## config.mk

```make
export PLATFORM = sky130hd
export DESIGN_NAME = hazard_ctrl_flat
export DESIGN_NICKNAME = d
export VERILOG_FILES = /design/src/rtl/hazard_ctrl_if.sv /design/src/rtl/hazard_ctrl.sv /design/src/flat_wrapper.sv
export SDC_FILE = /design/constraint.sdc
export NUM_CORES = 1
export LEC_CHECK = 0
export CAP_MARGIN = 20
export CELL_PAD_IN_SITES_DETAIL_PLACEMENT = 2
export CELL_PAD_IN_SITES_GLOBAL_PLACEMENT = 2
export CORE_UTILIZATION = 33
export CTS_BUF_LIST = sky130_fd_sc_hd__clkbuf_8
export CTS_CLUSTER_SIZE = 8
export DETAILED_ROUTE_END_ITERATION = 12
export GPL_TIMING_DRIVEN = 0
export HOLD_SLACK_MARGIN = 0.06
export PLACE_DENSITY_LB_ADDON = 0.1
export SKIP_CTS_REPAIR_TIMING = 1
export SYNTH_ARGS = -nofsm -noshare
export SYNTH_HDL_FRONTEND = slang
export SYNTH_SLANG_ARGS = --single-unit
```

## constraint.sdc

```tcl
create_clock -name clk -period 3.3 [get_ports clk]
set_clock_uncertainty 0.2 [all_clocks]
set_input_delay 0.66 -clock clk [delete_from_list [all_inputs] [get_ports clk]]
set_output_delay 0.66 -clock clk [all_outputs]
set_load 0.005 [all_outputs]
```

## src/rtl/hazard_ctrl_if.sv

```systemverilog
// Decode-side hazard/stall bundle: ID-stage instruction info in, pipeline
// control enables and status out.
// Handshake: none. The ID fields are sampled every cycle and qualified by
// id_valid. The outputs are combinational controls for the current cycle.
interface hazard_ctrl_if #(parameter int CNT_W = 16);
  logic             id_valid;
  logic [2:0]       id_rs;
  logic [2:0]       id_rt;
  logic             id_rs_valid;
  logic             id_rt_valid;
  logic [2:0]       id_write_reg;
  logic             id_reg_write;
  logic             id_halt;
  logic             ex_redirect;
  logic             pc_write;
  logic             ifid_write;
  logic             ifid_flush;
  logic             control_zero;
  logic             halted;
  logic [CNT_W-1:0] stall_count;
  logic             state_dbg;

  modport master (
    output id_valid, id_rs, id_rt, id_rs_valid, id_rt_valid,
           id_write_reg, id_reg_write, id_halt, ex_redirect,
    input  pc_write, ifid_write, ifid_flush, control_zero, halted,
           stall_count, state_dbg
  );

  modport slave (
    input  id_valid, id_rs, id_rt, id_rs_valid, id_rt_valid,
           id_write_reg, id_reg_write, id_halt, ex_redirect,
    output pc_write, ifid_write, ifid_flush, control_zero, halted,
           stall_count, state_dbg
  );
endinterface

```

## src/rtl/hazard_ctrl.sv

```systemverilog
// Hazard and stall controller beside the decode stage. It keeps a shadow of
// the in-flight destination registers for EX/MEM/WB and stalls RAW readers.
// It also flushes on EX redirects and freezes the core after HALT issues.
module hazard_ctrl #(
  parameter int TRACK_STAGES = 3,
  parameter int CNT_W        = 16
) (
  input  logic          clk,
  input  logic          rst,
  hazard_ctrl_if.slave  bus
);

  typedef enum logic {RUN = 1'b0, HALTED = 1'b1} state_t;

  state_t           state_q, state_d;
  logic [2:0]       slot_valid;        // [0]=EX, [1]=MEM, [2]=WB
  logic [2:0][2:0]  slot_reg;
  logic [CNT_W-1:0] stall_cnt_q;
  logic             rs_match, rt_match, hazard;
  logic             issue, cnt_inc, push_valid;

  // Compare the ID sources against the tracked in-flight destinations.
  always_comb begin
    rs_match = 1'b0;
    rt_match = 1'b0;
    for (int k = 0; k < TRACK_STAGES; k++) begin
      if (slot_valid[k] && (slot_reg[k] == bus.id_rs)) rs_match = 1'b1;
      if (slot_valid[k] && (slot_reg[k] == bus.id_rt)) rt_match = 1'b1;
    end
  end

  assign hazard = bus.id_valid &
                  ((bus.id_rs_valid & rs_match) | (bus.id_rt_valid & rt_match));

  // Next state and pipeline controls. In RUN the priority is redirect, then hazard, then halt.
  always_comb begin
    state_d          = state_q;
    bus.pc_write     = 1'b1;
    bus.ifid_write   = 1'b1;
    bus.ifid_flush   = 1'b0;
    bus.control_zero = 1'b0;
    bus.halted       = 1'b0;
    issue            = 1'b0;
    cnt_inc          = 1'b0;
    case (state_q)
      RUN: begin
        if (bus.ex_redirect) begin
          // Wrong-path ID instruction is squashed, including a HALT.
          bus.ifid_flush   = 1'b1;
          bus.control_zero = 1'b1;
        end else if (hazard) begin
          bus.control_zero = 1'b1;
          bus.pc_write     = 1'b0;
          bus.ifid_write   = 1'b0;
          cnt_inc          = 1'b1;
        end else begin
          issue = 1'b1;
          if (bus.id_valid && bus.id_halt) state_d = HALTED;
        end
      end
      HALTED: begin
        bus.halted       = 1'b1;
        bus.pc_write     = 1'b0;
        bus.ifid_write   = 1'b0;
        bus.control_zero = 1'b1;
      end
      default: state_d = RUN;
    endcase
  end

  // A HALT never writes a register, so it enters the shadow as a bubble.
  assign push_valid = issue & bus.id_valid & bus.id_reg_write & ~bus.id_halt;

  // State register, slot shift register and saturating stall counter.
  always_ff @(posedge clk or posedge rst) begin
    if (rst) begin
      state_q     <= RUN;
      slot_valid  <= '0;
      slot_reg    <= '0;
      stall_cnt_q <= '0;
    end else begin
      state_q    <= state_d;
      slot_valid <= {slot_valid[1:0], push_valid};
      slot_reg   <= {slot_reg[1:0], bus.id_write_reg};
      if (cnt_inc && (stall_cnt_q != {CNT_W{1'b1}}))
        stall_cnt_q <= stall_cnt_q + {{(CNT_W-1){1'b0}}, 1'b1};
    end
  end

  assign bus.stall_count = stall_cnt_q;
  assign bus.state_dbg   = (state_q == HALTED);

endmodule

```

## src/flat_wrapper.sv

```systemverilog
// flat-port wrapper written by rule: the top's interface ports become plain ports
module hazard_ctrl_flat 
#(
  parameter int TRACK_STAGES = 3,
  parameter int CNT_W        = 16
)
  (clk, rst, bus_id_valid, bus_id_rs, bus_id_rt, bus_id_rs_valid, bus_id_rt_valid, bus_id_write_reg, bus_id_reg_write, bus_id_halt, bus_ex_redirect, bus_pc_write, bus_ifid_write, bus_ifid_flush, bus_control_zero, bus_halted, bus_stall_count, bus_state_dbg);
  hazard_ctrl_if #(.CNT_W(CNT_W)) bus_i ();
  input  logic clk;
  input  logic rst;
  input wire logic [$bits(bus_i.id_valid)-1:0] bus_id_valid;
  input wire logic [$bits(bus_i.id_rs)-1:0] bus_id_rs;
  input wire logic [$bits(bus_i.id_rt)-1:0] bus_id_rt;
  input wire logic [$bits(bus_i.id_rs_valid)-1:0] bus_id_rs_valid;
  input wire logic [$bits(bus_i.id_rt_valid)-1:0] bus_id_rt_valid;
  input wire logic [$bits(bus_i.id_write_reg)-1:0] bus_id_write_reg;
  input wire logic [$bits(bus_i.id_reg_write)-1:0] bus_id_reg_write;
  input wire logic [$bits(bus_i.id_halt)-1:0] bus_id_halt;
  input wire logic [$bits(bus_i.ex_redirect)-1:0] bus_ex_redirect;
  output wire logic [$bits(bus_i.pc_write)-1:0] bus_pc_write;
  output wire logic [$bits(bus_i.ifid_write)-1:0] bus_ifid_write;
  output wire logic [$bits(bus_i.ifid_flush)-1:0] bus_ifid_flush;
  output wire logic [$bits(bus_i.control_zero)-1:0] bus_control_zero;
  output wire logic [$bits(bus_i.halted)-1:0] bus_halted;
  output wire logic [$bits(bus_i.stall_count)-1:0] bus_stall_count;
  output wire logic [$bits(bus_i.state_dbg)-1:0] bus_state_dbg;
  assign bus_i.id_valid = bus_id_valid;
  assign bus_i.id_rs = bus_id_rs;
  assign bus_i.id_rt = bus_id_rt;
  assign bus_i.id_rs_valid = bus_id_rs_valid;
  assign bus_i.id_rt_valid = bus_id_rt_valid;
  assign bus_i.id_write_reg = bus_id_write_reg;
  assign bus_i.id_reg_write = bus_id_reg_write;
  assign bus_i.id_halt = bus_id_halt;
  assign bus_i.ex_redirect = bus_ex_redirect;
  assign bus_pc_write = bus_i.pc_write;
  assign bus_ifid_write = bus_i.ifid_write;
  assign bus_ifid_flush = bus_i.ifid_flush;
  assign bus_control_zero = bus_i.control_zero;
  assign bus_halted = bus_i.halted;
  assign bus_stall_count = bus_i.stall_count;
  assign bus_state_dbg = bus_i.state_dbg;
  hazard_ctrl #(.TRACK_STAGES(TRACK_STAGES), .CNT_W(CNT_W)) u_core (.clk(clk), .rst(rst), .bus(bus_i));
endmodule
```

==> flow_metrics.py <==
metrics = {
    "clock_tree": {
        "clk_latency_ps": 280,
        "clock_path_buffers": 2,
        "numCtsBuffers": 5,
        "numClockSinks": 29,
        "cts_tree": "done",
        "cts.htree.levels": 2,
        "cts-root-buf": "clkbuf_8",
        "clk_pin_slew_worst_paths_ps": 60,
    },
    "pwr": {
        "power.total_uw": 717.8,
        "leakagePower_uw": 0.0009631,
        "pwr_density_cell_nw_per_um2": 346.0,
        "ir_drop_mv": 0.2967,
    },
    "detailed_routing": {
        "post_drt_wl_per_cell_um": 18.11,
        "drt_iter0_markers": 44,
        "vias": 1129,
        "ant_nets": 0,
        "drt-total-wl_um": 4128,
        "viasPerCell": 4.952,
        "drc_errors": 0,
        "dr.pass1.iters": 2,
    },
    "floorplanning": {
        "die_h_um": 67.92,
        "std_cell_rows": 23,
        "chipWidth_um": 67.92,
        "initial_core_util_pct": 35.09,
        "core_area_um2": 4086,
        "io_pins": 39,
        "dieArea_um2": 4612,
    },
    "placement": {
        "gp_congestion": 0.7481,
        "io_buffers": 38,
        "dp_hpwl_um": 3003,
    },
    "critical_path": {
        "cp_cell_sequence": "dlymetal6s2s_1, xnor2_1, nand4_1, a31oi_4, o21ai_2, nor2_1, nor2_1, buf_4, clkdlybuf4s50_1",
        "crit_path_frequent_cell": "nor2_1",
        "cp.required_ps": 2440,
        "slowest_stage": "clkdlybuf4s50_1",
        "end_kind": "output pin",
        "reg2reg_from": "u_core.slot_reg[1]",
        "worstSetupPathType": "input port to output pin",
        "cp_max_fo": 4,
        "worstPathArrival_ps": 2440,
        "crit_start": "bus_id_rt[1]",
        "max_stage_delay_ps": 430,
        "critPathLaunchType": "input port",
    },
    "synth": {
        "synth_cell_types": 27,
        "syn_nets": 146,
        "async_reset_ff_share_pct": 100.0,
        "syn_area_um2": 1434,
        "ys_warn_count": 0,
        "yosysTopAreaCell": "dfrtp_1",
        "postSynthCellCount": 128,
        "avgSynthCellArea_um2": 11.20,
        "ys_top_cells_by_count": "dfrtp_1 (29), xnor2_1 (19), nor2_1 (14), xor2_1 (14), nand3_1 (8)",
        "synth_seq_cells": 29,
        "seq_area_frac_synth_pct": 50.61,
        "synth_most_common_cell": "dfrtp_1",
        "netlist.area_leader.share_pct": 50.61,
        "synth-edff-count": 0,
        "synth_area_leaders": "dfrtp_1 (51%), xnor2_1 (12%), xor2_1 (8.6%)",
        "yosys_most_used_dff": "dfrtp_1",
    },
    "worst_hold_path": {
        "hp-class": "flip-flop to flip-flop",
        "min_from": "u_core.slot_valid[1]",
    },
    "timing": {
        "setup_viol": 0,
        "maxSlewHeadroom_pct": 77.53,
        "worst_pin_slew_ps": 336.7,
        "setup_tns_ps": 0,
        "hold_viol": 0,
        "period_needed_ps": 3296,
        "period_share_pct": 99.88,
        "max_freq_ghz": 0.3034,
        "drv_slew": 0,
    },
    "global_route": {
        "grtUsageTotal_pct": 19.99,
        "antenna_found_initial": 0,
        "grt_overflow": 0,
        "grt_pass1_wl_um": 6506,
        "grt_max_degree": 24,
        "grt_pass1_vias": 1248,
    },
    "job": {
        "max_cap_violations": 0,
    },
    "run_status": {
        "status": "completed",
    },
    "cells_and_area": {
        "layout.nets": 195,
        "antenna-diode-count": 0,
        "drive_gt1_share_pct": 16.85,
        "largest_register_ffs": 16,
        "area_delta_synth_final_pct": 44.68,
    },
}
## report_power, final
part	switching, uW	internal (uW)
clock network	138	143
registers	8.45	362
logic	28.8	38.7
total	175	543
## worst max-delay path, delay by kind of cell
| family | cells | cell delay (ps) |
|---|---|---|
| xor+xnor | 1 | 250 |
| simple gates | 3 | 400 |
| compound gates | 2 | 350 |
| buf+inv | 3 | 760 |
## layer usage
layer	track usage (%)	up-vias	wire length, um
li1	-	527	-
met1	24.35	566	1799
met2	32.43	31	2078
met3	6.667	5	186
met4	7.813	0	63
met5	0	-	0
## worst paths after layout
kind                                                  end  slack [ps]  depth (start not counted)
worst max-delay path                         bus_pc_write           4                          9
worst min-delay path                 u_core.slot_valid[2]         230                          0
worst max register to register  u_core.bus.stall_count[1]        1150                          7
worst min register to register       u_core.slot_valid[2]         230                          0
max in group asynchronous              u_core.slot_reg[5]        2030                          3
min in group asynchronous              u_core.slot_reg[6]         430                          2
## metrics by stage
step / util (%) / setup slack (ps) / hold WS, ps / instances / cell area (um^2)
floorplan: - / 802.2 / 173.2 / 128 / 1434
global placement: 45.93 / -309.4 / 198.6 / 216 / 1877
detailed placement: 46.60 / -414.5 / 204.5 / 217 / 1904
CTS: 48.62 / -434.0 / 225.9 / 225 / 1987
global route: 50.77 / -147.4 / 244.4 / 228 / 2074
finish: 50.77 / 4.078 / 233.3 / 228 / 2074
## kinds of logic (layout without fill, tap and decap cells)
family,Yosys count,after routing,synth area share (%)
muxes,1,1,0.7853
AOI/OAI and AO/OA,7,7,5.235
xor gates and xnor gates,33,33,20.16
buffers and inverters,8,58,3.141
DFF,29,29,50.61
and+or+nand+nor,49,49,19.20
adders and majority gates,1,1,0.8725
## placed cells by master, fill, tap and decap left out, types with 2 or more instances in the layout
cell type and count:
inv_1 6, buf_4 5, clkinv_2 2, nand2_1 7
xor2_1 14, a31oi_4 2, o21ai_2 3, nor4_2 2
nor2_1 14, dlymetal6s2s_1 6, xnor2_1 14, clkbuf_8 5
nand3_1 8, nand4_1 7, clkdlybuf4s50_1 32, and3_1 2
nor3_1 3, dfrtp_1 29, xnor2_2 5
## area by class of cell
cell class	instances	area [um^2]
buffer	3	26.28
clock buffer	5	68.82
clock inverter	3	13.76
fill	420	2012
inverter	5	18.77
multi-input combinational	91	713.2
sequential	29	725.7
tap	50	62.56
timing repair buffer	42	445.4
Power figures use the tool's default switching activity.
